[src/rtl/btn_pkg.sv]
// btn_pkg: shared types and constants for the push-button front end.
//   btn_state_t : press classifier state (IDLE, PRESSED, HELD)
//   speed_t     : speed index, 0 is slowest
//   BTN_MODE    : index of the MODE button in btn_i / short_o / long_o
//   BTN_SPEED   : index of the SPEED button
package btn_pkg;

  typedef enum logic [1:0] {
    IDLE    = 2'd0,
    PRESSED = 2'd1,
    HELD    = 2'd2
  } btn_state_t;

  typedef logic [1:0] speed_t;

  localparam int BTN_MODE  = 0;
  localparam int BTN_SPEED = 1;

endpackage

[src/rtl/btn_mode_ctrl_if.sv]
// btn_mode_ctrl_if: bundles the raw buttons and the decoded control outputs.
//   btn_i   : raw asynchronous buttons, bit 0 MODE, bit 1 SPEED
//   short_o : one-cycle pulse per button on release of a short press
//   long_o  : one-cycle pulse per button when the long threshold is reached
//   run_o   : 1 running, 0 paused
//   speed_o : speed index
//   step_o  : one-cycle single-step request (only while paused)
// Modports: slave is the controller side, master is the board/stimulus side.
interface btn_mode_ctrl_if;
  import btn_pkg::*;

  logic [1:0] btn_i;
  logic [1:0] short_o;
  logic [1:0] long_o;
  logic       run_o;
  speed_t     speed_o;
  logic       step_o;

  modport master (
    output btn_i,
    input  short_o, long_o, run_o, speed_o, step_o
  );

  modport slave (
    input  btn_i,
    output short_o, long_o, run_o, speed_o, step_o
  );

endinterface

[src/rtl/btn_debounce.sv]
// btn_debounce: single-button conditioning and press classification.
// Two-FF synchroniser, debounce counter producing a stable pressed level,
// then an IDLE/PRESSED/HELD classifier issuing short/long pulses.
//   clk_i   : system clock
//   rst_i   : synchronous active-high reset
//   btn_i   : raw asynchronous button level
//   short_o : registered pulse, cycle after stable falls from PRESSED
//   long_o  : registered pulse, LONG_CYC edges after stable rose
module btn_debounce
  import btn_pkg::*;
#(
  parameter int   DEBOUNCE_CYC = 4,
  parameter int   LONG_CYC     = 20,
  parameter logic BTN_POLARITY = 1'b0
) (
  input  logic clk_i,
  input  logic rst_i,
  input  logic btn_i,
  output logic short_o,
  output logic long_o
);

  localparam int   CNT_W    = (DEBOUNCE_CYC > 1) ? $clog2(DEBOUNCE_CYC) : 1;
  localparam int   HOLD_W   = (LONG_CYC > 1) ? $clog2(LONG_CYC) : 1;
  localparam logic RELEASED = ~BTN_POLARITY;

  logic              sync1_reg, sync2_reg;
  logic              level;
  logic [CNT_W-1:0]  cnt_reg, cnt_next;
  logic              stable_reg, stable_next;
  btn_state_t        state_reg, state_next;
  logic [HOLD_W-1:0] hold_reg, hold_next;
  logic              short_reg, short_next;
  logic              long_reg, long_next;

  // 1 means pressed regardless of the board's button polarity.
  assign level = sync2_reg ^ ~BTN_POLARITY;

  always_comb begin
    stable_next = stable_reg;
    cnt_next    = '0;
    if (level != stable_reg) begin
      if (cnt_reg == CNT_W'(DEBOUNCE_CYC - 1)) begin
        stable_next = level;
      end else begin
        cnt_next = cnt_reg + 1'b1;
      end
    end
  end

  // IDLE reacts to stable_next so PRESSED is entered on the same edge that
  // stable rises; the hold counter then counts edges since the rise.
  always_comb begin
    state_next = state_reg;
    hold_next  = hold_reg;
    short_next = 1'b0;
    long_next  = 1'b0;
    case (state_reg)
      IDLE: begin
        if (stable_next && !stable_reg) begin
          state_next = PRESSED;
          hold_next  = '0;
        end
      end
      PRESSED: begin
        if (!stable_reg) begin
          short_next = 1'b1;
          state_next = IDLE;
        end else if (hold_reg == HOLD_W'(LONG_CYC - 1)) begin
          long_next  = 1'b1;
          state_next = HELD;
        end else begin
          // Leaves PRESSED at LONG_CYC-1, so the count saturates there.
          hold_next = hold_reg + 1'b1;
        end
      end
      HELD: begin
        if (!stable_reg) begin
          state_next = IDLE;
        end
      end
      default: state_next = IDLE;
    endcase
  end

  always_ff @(posedge clk_i) begin
    if (rst_i) begin
      sync1_reg  <= RELEASED;
      sync2_reg  <= RELEASED;
      cnt_reg    <= '0;
      stable_reg <= 1'b0;
      state_reg  <= IDLE;
      hold_reg   <= '0;
      short_reg  <= 1'b0;
      long_reg   <= 1'b0;
    end else begin
      sync1_reg  <= btn_i;
      sync2_reg  <= sync1_reg;
      cnt_reg    <= cnt_next;
      stable_reg <= stable_next;
      state_reg  <= state_next;
      hold_reg   <= hold_next;
      short_reg  <= short_next;
      long_reg   <= long_next;
    end
  end

  assign short_o = short_reg;
  assign long_o  = long_reg;

endmodule

[src/rtl/btn_mode_ctrl.sv]
// btn_mode_ctrl: two-button front end producing run/pause, speed and
// single-step controls.
//   clk_i : system clock (only clock)
//   rst_i : synchronous active-high reset
//   bus   : btn_mode_ctrl_if.slave carrying btn_i and all control outputs
// MODE short toggles run; MODE long restores run=1/speed=0 and overrides
// everything else that cycle. SPEED short advances speed while running or
// requests a step while paused; SPEED long selects top speed while running.
module btn_mode_ctrl
  import btn_pkg::*;
#(
  parameter int   CLK_IN_MHZ   = 12,
  parameter int   DEBOUNCE_US  = 10000,
  parameter int   LONG_US      = 1000000,
  parameter logic BTN_POLARITY = 1'b0
) (
  input  logic            clk_i,
  input  logic            rst_i,
  btn_mode_ctrl_if.slave  bus
);

  localparam int DEBOUNCE_CYC = CLK_IN_MHZ * DEBOUNCE_US;
  localparam int LONG_CYC     = CLK_IN_MHZ * LONG_US;

  if (DEBOUNCE_CYC < 2) begin : g_bad_debounce
    $error("btn_mode_ctrl: DEBOUNCE_CYC must be at least 2");
  end
  if (LONG_CYC <= DEBOUNCE_CYC) begin : g_bad_long
    $error("btn_mode_ctrl: LONG_CYC must exceed DEBOUNCE_CYC");
  end

  logic [1:0] short_w;
  logic [1:0] long_w;

  for (genvar gi = 0; gi < 2; gi++) begin : g_btn
    btn_debounce #(
      .DEBOUNCE_CYC (DEBOUNCE_CYC),
      .LONG_CYC     (LONG_CYC),
      .BTN_POLARITY (BTN_POLARITY)
    ) u_btn (
      .clk_i   (clk_i),
      .rst_i   (rst_i),
      .btn_i   (bus.btn_i[gi]),
      .short_o (short_w[gi]),
      .long_o  (long_w[gi])
    );
  end

  logic   run_reg, run_next;
  speed_t speed_reg, speed_next;
  logic   step_reg, step_next;

  always_comb begin
    run_next   = run_reg;
    speed_next = speed_reg;
    step_next  = 1'b0;
    if (long_w[BTN_MODE]) begin
      run_next   = 1'b1;
      speed_next = '0;
    end else begin
      if (short_w[BTN_MODE]) begin
        run_next = ~run_reg;
      end
      // Speed/step decisions look at run_reg, i.e. before any toggle above.
      if (short_w[BTN_SPEED]) begin
        if (run_reg) begin
          speed_next = speed_reg + 2'd1;
        end else begin
          step_next = 1'b1;
        end
      end else if (long_w[BTN_SPEED] && run_reg) begin
        speed_next = 2'd3;
      end
    end
  end

  always_ff @(posedge clk_i) begin
    if (rst_i) begin
      run_reg   <= 1'b1;
      speed_reg <= '0;
      step_reg  <= 1'b0;
    end else begin
      run_reg   <= run_next;
      speed_reg <= speed_next;
      step_reg  <= step_next;
    end
  end

  assign bus.short_o = short_w;
  assign bus.long_o  = long_w;
  assign bus.run_o   = run_reg;
  assign bus.speed_o = speed_reg;
  assign bus.step_o  = step_reg;

endmodule
[src/flat_wrapper.sv]
// flat-port wrapper written by rule: the top's interface ports become plain ports
module btn_mode_ctrl_flat import btn_pkg::*;
#(
  parameter int   CLK_IN_MHZ   = 12,
  parameter int   DEBOUNCE_US  = 10000,
  parameter int   LONG_US      = 1000000,
  parameter logic BTN_POLARITY = 1'b0
)
  (clk_i, rst_i, bus_btn_i, bus_short_o, bus_long_o, bus_run_o, bus_speed_o, bus_step_o);
  btn_mode_ctrl_if bus_i ();
  input  logic clk_i;
  input  logic rst_i;
  input wire logic [$bits(bus_i.btn_i)-1:0] bus_btn_i;
  output wire logic [$bits(bus_i.short_o)-1:0] bus_short_o;
  output wire logic [$bits(bus_i.long_o)-1:0] bus_long_o;
  output wire logic [$bits(bus_i.run_o)-1:0] bus_run_o;
  output wire logic [$bits(bus_i.speed_o)-1:0] bus_speed_o;
  output wire logic [$bits(bus_i.step_o)-1:0] bus_step_o;
  assign bus_i.btn_i = bus_btn_i;
  assign bus_short_o = bus_i.short_o;
  assign bus_long_o = bus_i.long_o;
  assign bus_run_o = bus_i.run_o;
  assign bus_speed_o = bus_i.speed_o;
  assign bus_step_o = bus_i.step_o;
  btn_mode_ctrl #(.CLK_IN_MHZ(CLK_IN_MHZ), .DEBOUNCE_US(DEBOUNCE_US), .LONG_US(LONG_US), .BTN_POLARITY(BTN_POLARITY)) u_core (.clk_i(clk_i), .rst_i(rst_i), .bus(bus_i));
endmodule
[config.mk]
export PLATFORM = sky130hd
export DESIGN_NAME = btn_mode_ctrl_flat
export DESIGN_NICKNAME = d
export VERILOG_FILES = /design/src/rtl/btn_pkg.sv /design/src/rtl/btn_mode_ctrl_if.sv /design/src/rtl/btn_debounce.sv /design/src/rtl/btn_mode_ctrl.sv /design/src/flat_wrapper.sv
export SDC_FILE = /design/constraint.sdc
export NUM_CORES = 1
export LEC_CHECK = 0
export CORE_ASPECT_RATIO = 1.75
export CORE_MARGIN = 2
export CORE_UTILIZATION = 42
export DETAILED_ROUTE_END_ITERATION = 7
export SLEW_MARGIN = 5
export SYNTH_ARGS = -nofsm -noshare
export SYNTH_HDL_FRONTEND = slang
export SYNTH_SLANG_ARGS = --single-unit
[constraint.sdc]
create_clock -name clk_i -period 4.7 [get_ports clk_i]
set_input_delay 0.94 -clock clk_i [delete_from_list [all_inputs] [get_ports clk_i]]
set_output_delay 0.94 -clock clk_i [all_outputs]
set_load 0.05 [all_outputs]
; Yosys cells after proc, flatten, opt, wreduce, memory -nomap -nowiden
; Index checks and enable logic that the tools add are counted.
[word_totals]
register_bits = 100
in_bits = 4
word_cells = 108
[op_classes]
n_addsub = 5
eq_ne = 21
muxes = 30
n_bitwise = 10
n_reduce_logical = 23
[ops]
columns = op, n
row1 = 24-bit 2-to-1 mux, 6
row2 = 24-bit one-hot mux with 2 select lines, 2
row3 = "24-bit by 1-bit adder with 24-bit output, second input constant", 2
row4 = "24-bit == test, second input constant", 2
row5 = "17-bit by 1-bit adder with 17-bit output, second input constant", 2
row6 = "17-bit == test, second input constant", 2
row7 = 2-bit 2-to-1 mux, 11
row8 = "2-bit inequality test, second input constant", 8
row9 = 3-bit OR reduction, 5
row10 = 2-bit one-hot mux with 3 select lines, 2
row11 = 1-bit NOT, 10
row12 = 1-bit 2-to-1 mux, 9
row13 = 4-bit AND reduction, 2
row14 = "3-bit inequality test, second input constant", 2
row15 = 3-bit AND reduction, 2
row16 = 2-bit nonzero test, 3
row17 = 2-bit OR reduction, 3
row18 = "2-bit by 1-bit == test with 1-bit output, second input constant", 2
row19 = "2-bit == test, second input constant", 2
row20 = 2-bit zero test, 2
row21 = 1-bit logical AND, 3
row22 = "2-bit by 1-bit adder with 2-bit output, second input constant", 1
row23 = 1-bit zero test, 2
row24 = 1-bit inequality test, 2
row25 = other kinds (2), 2

; Depth between registers and ports, before layout
; Gate-level depths: netlist of run 1.
[depth]
word_depth = 6
ltp_mapped = 7
ltp_nobuf = 6

; Hierarchy
; From an unflattened synthesis of run 1, not the netlist that was laid out.
[hier_totals]
cells_unflattened = 568
area_unflattened_um2 = 4949.7
[modules_own_cells]
columns = mod, instances, cells_each, area_per_inst_um2, seq_area_each_um2
row1 = btn_debounce (u_core.g_btn[0].u_btn), 1, 287, 2509.9, 960.9
row2 = btn_debounce (u_core.g_btn[1].u_btn), 1, 265, 2287.2, 960.9
row3 = btn_mode_ctrl, 1, 16, 152.6, 80.1

; Worst setup path after synthesis of run 1
; Ideal clock, no wire load.
[synth_timing]
path_kind = input port to flip-flop
from = input port rst_i
to = register u_core.g_btn[1].u_btn.hold_reg[15]
setup_time_ns = 0.074
t_arrival_ns = 2.284
required_time_ns = 4.626
slack_ns = 2.341
cell_stages = 7
cell_sequence = clkbuf_1 nor3b_2 nand2_1 a21oi_2 buf_2 a21oi_1 a31oi_1
[synth_rtl]
columns = item, line
row1 = "start, declared", flat_wrapper.sv:12  ; input logic rst_i;
row2 = "end signal, assigned", btn_debounce.sv:102  ; hold_reg <= hold_next;
row3 = "end, declared", btn_debounce.sv:32  ; logic [HOLD_W-1:0] hold_reg, hold_next;

==> flow_summary.yaml, run 1 <==
outcome:
  status: "finished clean"
drt:
  drc: 0
  viasPerCell: 5.87
  drtAntennaViolNets: 0
  drtPass1Iterations: 4
  routed_wl_mm: 10.9
  first_iter_violations: 222
  routedWlPerCell_um: 15.6
  routed-via-count: 4109
cts:
  numClockSinks: 100
  h-tree-depth: 3
  cts_resized: 0
  cts_tree: "done"
  hold_buffers: 0
  ctsRootBufferMaster: "clkbuf_16"
  path_clk_slew_ns: 0.07
  cts_buffer_depth: 2
  post_cts_buffers: 0
  worst_skew_pair.late_latency_ns: 0.34
  cts_buffers: 9
placement:
  detailedPlacementHpwl_mm: 7.97
  dp_slack_ns: 1.33
  gp_congestion: 0.862
  placed_cell_area_sq_um: 4980
  io_buffers: 11
timing:
  relSlewSlack_pct: 41.9
  setup_viol: 0
  worst_slack_ns: 1.68
  hold_viol: 0
  final.setup.tns_ns: 0
  rsz0062_at_grt: "no"
  finClkSkew_ns: 0.00786
  maxSlewViolCount: 0
  fin_crit_ns: 3.02
  fmax_mhz: 331
  fin_crit_sh_pct: 64.2
  tightestPinTransition_ns: 0.864
finish:
  fillers: 1070
  nets: 571
  area.growth.synth_to_final_pct: 9.55
  largest_register_ffs: 48
  multi_input_area_sq_um: 2650
  mostFrequentLayoutCell: "dfxtp_1"
  drive_above_1_share_pct: 7.75
  final_cell_mix: "dfxtp_1 (100), nor2_1 (52), nand2_1 (50)"
  insertedDiodeCount: 0
  regArea_sq_um: 2000
  fin_area_sq_um: 5280
floorplan:
  dieArea_sq_um: 12400
  std_cell_rows: 51
  coreArea_sq_um: 11200
  die_h_um: 146
  initial_core_util_pct: 43.2
  num_io_pins: 12
  fp.dieW_um: 85.0
min_path:
  hold_path.class: "reg -> reg"
  min_path_cells: 1
  hold_start: "u_core.g_btn[0].u_btn.sync1_reg"
  holdPathEnd: "u_core.g_btn[0].u_btn.sync2_reg"
power:
  pwr_density_cell_nw_per_um2: 304
  p_seq_share_pct: 53.0
  power.share.clock_pct: 45.4
  comb_power_share_pct: 1.5
  power.switching_mw: 0.341
  ir_drop_mv: 0.203
  p_sw_share_pct: 21.3
  p_leak_nw: 1.79
  p_int_mw: 1.26
logic_synthesis:
  synth_area_leaders: "dfxtp_1 (42%), nand3_1 (4.5%), nor2_1 (4.0%), nand2_1 (3.9%), xor2_1 (3.8%)"
  postSynthCellCount: 562
  yosysUniqueCellTypes: 64
  avgSynthCellArea_sq_um: 8.58
  synth-main-ff-cell: "dfxtp_1"
  synth-seq-cells: 100
  yosys_warnings: 0
  syn_nets: 570
  synth_top_area_share_pct: 41.5
  synth.largest_area_cell: "dfxtp_1"
  synth-seq-area-share_pct: 41.5
  synth_edf_count: 0
  synthesis.area_sq_um: 4820
  synth-async-reset-ratio_pct: 0
job:
  cap_violations: 0
critical_path:
  rrSetupSlack_ns: 2.15
  r2r_start: "u_core.g_btn[1].u_btn.hold_reg[0]"
  reg2reg_depth: 6
  critPathLaunchType: "primary input"
  crit_type: "in -> reg"
  arrival_ns: 3.29
  crit_fanout: 20
  required_ns: 4.97
  end_kind: "flop"
  regToRegEndpoint: "u_core.g_btn[1].u_btn.hold_reg[8]"
global_route:
  track_usage_pct: 18.0
  antenna_found_initial: 0
  overflow: 0
  first_global_vias: 4013
  grt_pass1_wl_mm: 18.5
  grt_max_degree: 25
==> worst max-delay path: stages <==
cell             delay (ns)
clkdlybuf4s50_1        0.39
buf_4                  0.20
nor3b_2                0.51
nand2_1                0.20
a21oi_2                0.63
a41oi_1                0.23
a31oi_1                0.17
==> final cells by class <==
class | count | area share, %
tap | 132 | 3.13
clock inverter | 4 | 0.592
clock buffer | 12 | 5.05
timing repair buffer | 12 | 2.23
multi-input combinational | 427 | 50.2
sequential | 100 | 37.9
inverter | 13 | 0.924
==> per-layer routing <==
| metal | GRT usage (%) | up-vias | share of wire, % |
|---|---|---|---|
| li1 | - | 2068 | - |
| met1 | 19.5 | 1966 | 41 |
| met2 | 34.2 | 57 | 55 |
| met3 | 2.61 | 18 | 2.6 |
| met4 | 6.83 | 0 | 1.9 |
| met5 | 0 | - | 0 |
==> worst max-delay path by stage <==
stage / startpoint / endpoint / cells past startpoint
finish: rst_i / u_core.g_btn[1].u_btn.hold_reg[9] / 7
global route: rst_i / u_core.g_btn[1].u_btn.hold_reg[9] / 7
CTS: rst_i / u_core.g_btn[1].u_btn.hold_reg[9] / 7
detailed placement: rst_i / u_core.g_btn[1].u_btn.hold_reg[9] / 7
global placement: rst_i / u_core.g_btn[1].u_btn.hold_reg[9] / 7
floorplan: rst_i / u_core.g_btn[1].u_btn.hold_reg[15] / 7
==> cell usage after synthesis (11+ instances only) <==
cell and count:
xnor2_1 11, xor2_1 21, nand4_1 17, or3_1 12
a31oi_1 16, o21ai_0 14, clkbuf_1 11, nand2_1 50
inv_1 13, nor2_1 52, a21oi_1 33, nand3_1 43
and3_1 18, dfxtp_1 100
==> through the flow <==
step	utilization (%)	hold WS [ns]	instances	power, mW
3_3_place_gp	44.6	0.395	684	0.895
5_1_grt	47.3	0.429	700	1.66
2_1_floorplan	-	0.389	562	0.887
6_report	47.3	0.411	700	1.60
3_5_place_dp	44.6	0.396	684	0.895
4_1_cts	47.3	0.412	700	1.62
==> logic make-up (layout without fill, tap and decap cells) <==
kind of cell	Yosys count	count (layout)	synth area share (%)
muxes	5	5	1.06
xor gates and xnor gates	32	32	5.81
AOI/OAI and AO/OA	122	122	16.8
DFF	100	100	41.5
buffers and inverters	35	41	3.50
adders and majority gates	4	4	1.04
and+or+nand+nor	264	264	30.3
==> power groups by stage <==
| stage | logic [mW] | registers, mW | clock network (mW) |
|---|---|---|---|
| 6_report | 0.0246 | 0.850 | 0.728 |
| 5_1_grt | 0.0276 | 0.850 | 0.778 |
| 4_1_cts | 0.0254 | 0.850 | 0.747 |
| 3_5_place_dp | 0.0252 | 0.870 | 0 |
| 3_3_place_gp | 0.0247 | 0.870 | 0 |
| 2_1_floorplan | 0.0174 | 0.870 | 0 |
No activity file was read; power rests on OpenSTA's default activity.
==> run 2, diff against run 1 <==
==> constraint.sdc (replaced) <==
create_clock -name clk_i -period 3.15 [get_ports clk_i]
set_input_delay 0.63 -clock clk_i [delete_from_list [all_inputs] [get_ports clk_i]]
set_output_delay 0.63 -clock clk_i [all_outputs]
set_load 0.05 [all_outputs]
==> run 2 against run 1 <==
Against the previous run:
- final cell count is 1.1% higher
- utilization is 0.46 points higher
- sequential share of layout area is 0.36 points lower
- die area stayed put
- setup slack worse by 0.98 ns
- combinational power is 46% higher
- critical path depth is 1 lower
- wire length is 1.3% higher
==> flow_summary.yaml, run 2 (same netlist as run 1, synthesis figures left out) <==
placement:
  gp_congestion: 0.877
  detailedPlacementHpwl_mm: 8.03
  placed_cell_area_sq_um: 5040
  io_buffers: 11
floorplan:
  fp.dieW_um: 85.0
  initial_core_util_pct: 43.2
  coreArea_sq_um: 11200
  num_io_pins: 12
  std_cell_rows: 51
  die_h_um: 146
  dieArea_sq_um: 12400
finish:
  drive_above_1_share_pct: 9.03
  insertedDiodeCount: 0
  mostFrequentLayoutCell: "dfxtp_1"
  area.growth.synth_to_final_pct: 10.6
  multi_input_area_sq_um: 2650
  largest_register_ffs: 48
  fillers: 1090
  final_cell_mix: "dfxtp_1 (100), nor2_1 (52), nand2_1 (50)"
  fin_area_sq_um: 5330
  regArea_sq_um: 2000
  nets: 579
outcome:
  status: "finished clean"
timing:
  setup_viol: 0
  rsz0062_at_grt: "no"
  hold_viol: 0
  finClkSkew_ns: 0.00646
  final.setup.tns_ns: 0
  fin_crit_sh_pct: 77.8
  relSlewSlack_pct: 50.4
  holdWs_ns: 0.406
  fmax_mhz: 408
  tightestPinTransition_ns: 0.737
  maxSlewViolCount: 0
  fin_crit_ns: 2.45
power:
  p_leak_nw: 1.83
  ir_drop_mv: 0.292
  pwr_density_cell_nw_per_um2: 446
global_route:
  first_global_vias: 3899
  overflow: 0
  track_usage_pct: 18.2
  grt_pass1_wl_mm: 18.5
  antenna_found_initial: 0
  grt_max_degree: 25
drt:
  routed-via-count: 4123
  viasPerCell: 5.82
  routedWlPerCell_um: 15.6
  drtPass1Iterations: 4
  first_iter_violations: 218
  drtAntennaViolNets: 0
  routed_wl_mm: 11.1
  drc: 0
critical_path:
  crit_fanout: 24
  arrival_ns: 2.74
  end_kind: "flop"
  critPathLaunchType: "flop"
  crit_type: "reg -> reg"
  required_ns: 3.44
cts:
  cts_resized: 0
  worst_skew_pair.late_latency_ns: 0.34
  path_clk_slew_ns: 0.07
  cts_buffers: 9
  h-tree-depth: 3
  post_cts_buffers: 0
  ctsRootBufferMaster: "clkbuf_16"
  hold_buffers: 0
  cts_buffer_depth: 2
  numClockSinks: 100
  cts_tree: "done"
min_path:
  hold_path.class: "reg -> reg"
job:
  cap_violations: 0
## run 2: cell type report
class	count	share of cell area (%)
clock buffer	12	5.00
sequential	100	37.5
inverter	13	0.915
clock inverter	4	0.422
timing repair buffer	20	3.33
multi-input combinational	427	49.7
tap	132	3.10
## run 2: through the flow
stage          setup slack, ns  total power [mW]  utilization [%]  instances
6_report                 0.700              2.38             47.8        708
5_1_grt                  0.473              2.46             47.8        708
4_1_cts                  0.705              2.40             47.8        708
3_5_place_dp             0.605              1.33             45.2        692
3_3_place_gp             0.616              1.33             45.2        692
2_1_floorplan             1.10              1.32                -        562
## run 2: metal layers
metal	vias up	share of wire, %	track usage (%)
met5	-	0	0
met4	0	2.8	6.90
met3	25	1.5	3.57
met2	39	54	33.6
met1	1969	42	20.0
li1	2090	-	-
## run 2: power by group
group          total (mW)  switching, mW  internal [mW]
clock                1.07          0.475          0.597
sequential           1.27        0.00217           1.27
combinational      0.0358         0.0238         0.0120
total                2.38          0.501           1.88
## run 2: worst max-delay path: stages, from the launching register on
cell and delay [ns]:
dfxtp_1 0.43, ha_1 0.36, nand3_1 0.13, nor2_1 0.33, a31o_2 0.55, and2_1 0.39, o22a_1 0.20
## run 2: path summary, 6_finish.rpt
kind | start | end | slack, ns | depth (start not counted)
max | u_core.g_btn[0].u_btn.hold_reg[0] | u_core.g_btn[0].u_btn.hold_reg[10] | 0.70 | 6
min | u_core.g_btn[1].u_btn.sync1_reg | u_core.g_btn[1].u_btn.sync2_reg | 0.41 | 1
max reg2reg | u_core.g_btn[0].u_btn.hold_reg[0] | u_core.g_btn[0].u_btn.hold_reg[10] | 0.70 | 6
min reg2reg | u_core.g_btn[1].u_btn.sync1_reg | u_core.g_btn[1].u_btn.sync2_reg | 0.41 | 1
==> run 3, diff against run 2 <==
==> constraint.sdc (replaced) <==
create_clock -name clk_i -period 2.22 [get_ports clk_i]
set_input_delay 0.444 -clock clk_i [delete_from_list [all_inputs] [get_ports clk_i]]
set_output_delay 0.444 -clock clk_i [all_outputs]
set_load 0.05 [all_outputs]
==> run 3 against run 2 <==
Against the previous run:
- worst hold slack improved by 0.0036 ns
- final area increased by 6.7%
- flip-flop and latch count unchanged
- global-route usage increased by 0.63 points
- setup slack got worse by 0.59 ns
- sequential share of layout area decreased by 2.4 points
- wire length increased by 3.8%
- critical path type unchanged
==> flow_summary.yaml, run 3 (same netlist as run 1, synthesis figures left out) <==
cts:
  numClockSinks: 100
  path_clk_slew_ns: 0.07
  h-tree-depth: 3
  post_cts_buffers: 0
  worst_skew_pair.late_latency_ns: 0.34
  cts_resized: 0
  cts_buffer_depth: 2
  cts_buffers: 9
  cts_tree: "done"
  hold_buffers: 0
  ctsRootBufferMaster: "clkbuf_16"
critical_path:
  cpLargestDelayFamily: "simple AND/OR/NAND/NOR gates"
  crit_type: "reg -> reg"
  rrSetupSlack_ns: 0.11
  critPathLaunchType: "flop"
  cp_num_cells: 6
  crit_slowest_cell: "or4_1"
  arrival_ns: 2.33
  path_cells: "or4_1 -> nor3_2 -> a31o_2 -> buf_4 -> and2_1 -> o22ai_1"
  crit_fanout: 14
  end_kind: "flop"
  reg2reg_depth: 6
  cp.buffers_inverters: 1
  crit_start: "u_core.g_btn[0].u_btn.hold_reg[10]"
  regToRegEndpoint: "u_core.g_btn[0].u_btn.hold_reg[12]"
  required_ns: 2.45
  critPathCapture: "u_core.g_btn[0].u_btn.hold_reg[12]"
  cpPeakStageDelay_ns: 0.54
  r2r_start: "u_core.g_btn[0].u_btn.hold_reg[10]"
timing:
  maxSlewViolCount: 0
  fin_crit_ns: 2.11
  setup_viol: 0
  finClkSkew_ns: 0.00653
  fmax_mhz: 474
  fin_crit_sh_pct: 94.9
  hold_viol: 0
  rsz0062_at_grt: "no"
  final.setup.tns_ns: 0
  tightestPinTransition_ns: 0.535
  relSlewSlack_pct: 64.3
floorplan:
  dieArea_sq_um: 12400
  coreArea_sq_um: 11200
  std_cell_rows: 51
  die_h_um: 146
  num_io_pins: 12
  initial_core_util_pct: 43.2
  fp.dieW_um: 85.0
drt:
  drtAntennaViolNets: 0
  viasPerCell: 5.72
  drc: 0
  routedWlPerCell_um: 15.2
  drtPass1Iterations: 4
  routed_wl_mm: 11.5
  first_iter_violations: 169
  routed-via-count: 4311
min_path:
  hold_path.class: "reg -> reg"
finish:
  insertedDiodeCount: 0
  regArea_sq_um: 2000
  multi_input_area_sq_um: 2650
  drive_above_1_share_pct: 15.8
  nets: 625
  fillers: 1035
  largest_register_ffs: 48
  mostFrequentLayoutCell: "dfxtp_1"
  final_cell_mix: "dfxtp_1 (100), buf_4 (54), nor2_1 (52)"
  area.growth.synth_to_final_pct: 18.0
global_route:
  antenna_found_initial: 0
  overflow: 0
  first_global_vias: 4166
  track_usage_pct: 18.8
  grt_max_degree: 18
  grt_pass1_wl_mm: 19.2
placement:
  io_buffers: 11
  gp_congestion: 0.851
  detailedPlacementHpwl_mm: 8.64
power:
  ir_drop_mv: 0.360
  comb_power_share_pct: 2.0
  p_leak_nw: 2.06
  pwr_density_cell_nw_per_um2: 592
  power_mw: 3.37
  p_int_mw: 2.65
  p_seq_share_pct: 53.4
  p_sw_share_pct: 21.4
  power.switching_mw: 0.721
  power.share.clock_pct: 44.6
outcome:
  status: "finished clean"
job:
  cap_violations: 0
-- run 3: cell types whose count changed in the layout (fill, tap and decap cells not counted) --
cell / delta
buf_12: +1
buf_4: +45
clkbuf_8: -1
clkinv_2: -1
clkinv_4: +1
inv_6: +1
-- run 3: metal layers --
| layer | global-route usage [%] | part of all wire [%] |
|---|---|---|
| met5 | 0 | 0 |
| met4 | 6.98 | 2.3 |
| met3 | 2.67 | 1.8 |
| met2 | 35.5 | 55 |
| met1 | 20.6 | 40 |
-- run 3: worst min path at each step --
| stage | start | end | slack (ns) | depth (start not counted) |
|---|---|---|---|---|
| floorplan | u_core.g_btn[0].u_btn.sync1_reg | u_core.g_btn[0].u_btn.sync2_reg | 0.39 | 1 |
| global placement | u_core.g_btn[0].u_btn.sync1_reg | u_core.g_btn[0].u_btn.sync2_reg | 0.40 | 1 |
| detailed placement | u_core.g_btn[0].u_btn.sync1_reg | u_core.g_btn[0].u_btn.sync2_reg | 0.39 | 1 |
| CTS | u_core.g_btn[0].u_btn.sync1_reg | u_core.g_btn[0].u_btn.sync2_reg | 0.41 | 1 |
| global route | u_core.g_btn[1].u_btn.sync1_reg | u_core.g_btn[1].u_btn.sync2_reg | 0.43 | 1 |
| finish | u_core.g_btn[0].u_btn.sync1_reg | u_core.g_btn[0].u_btn.sync2_reg | 0.41 | 1 |
-- run 3: metrics by stage --
stage               std cells  utilization [%]  instance area [sq um]  hold slack (ns)  worst slack [ns]
floorplan                 562                -                   4820            0.389             0.209
global placement          738             48.4                   5400            0.396            0.0425
detailed placement        738             48.4                   5400            0.394            0.0157
CTS                       754             50.9                   5690            0.411             0.119
global route              754             50.9                   5690            0.425            0.0105
finish                    754             50.9                   5690            0.410             0.113
-- run 3: final cells by class --
cell class | count | area share [%]
Sequential cell | 100 | 35.2
Multi-Input combinational cell | 427 | 46.6
Tap cell | 132 | 2.90
Clock inverter | 5 | 0.616
Inverter | 13 | 0.858
Timing Repair Buffer | 66 | 9.41
Clock buffer | 11 | 4.44
-- run 3: power by group through the flow --
stage / logic, mW / clock network [mW] / registers (mW)
after floorplan: 0.0367 / 0 / 1.84
after global placement: 0.0666 / 0 / 1.84
after detailed placement: 0.0669 / 0 / 1.84
after CTS: 0.0672 / 1.55 / 1.80
after global routing: 0.0724 / 1.61 / 1.80
final: 0.0665 / 1.50 / 1.80
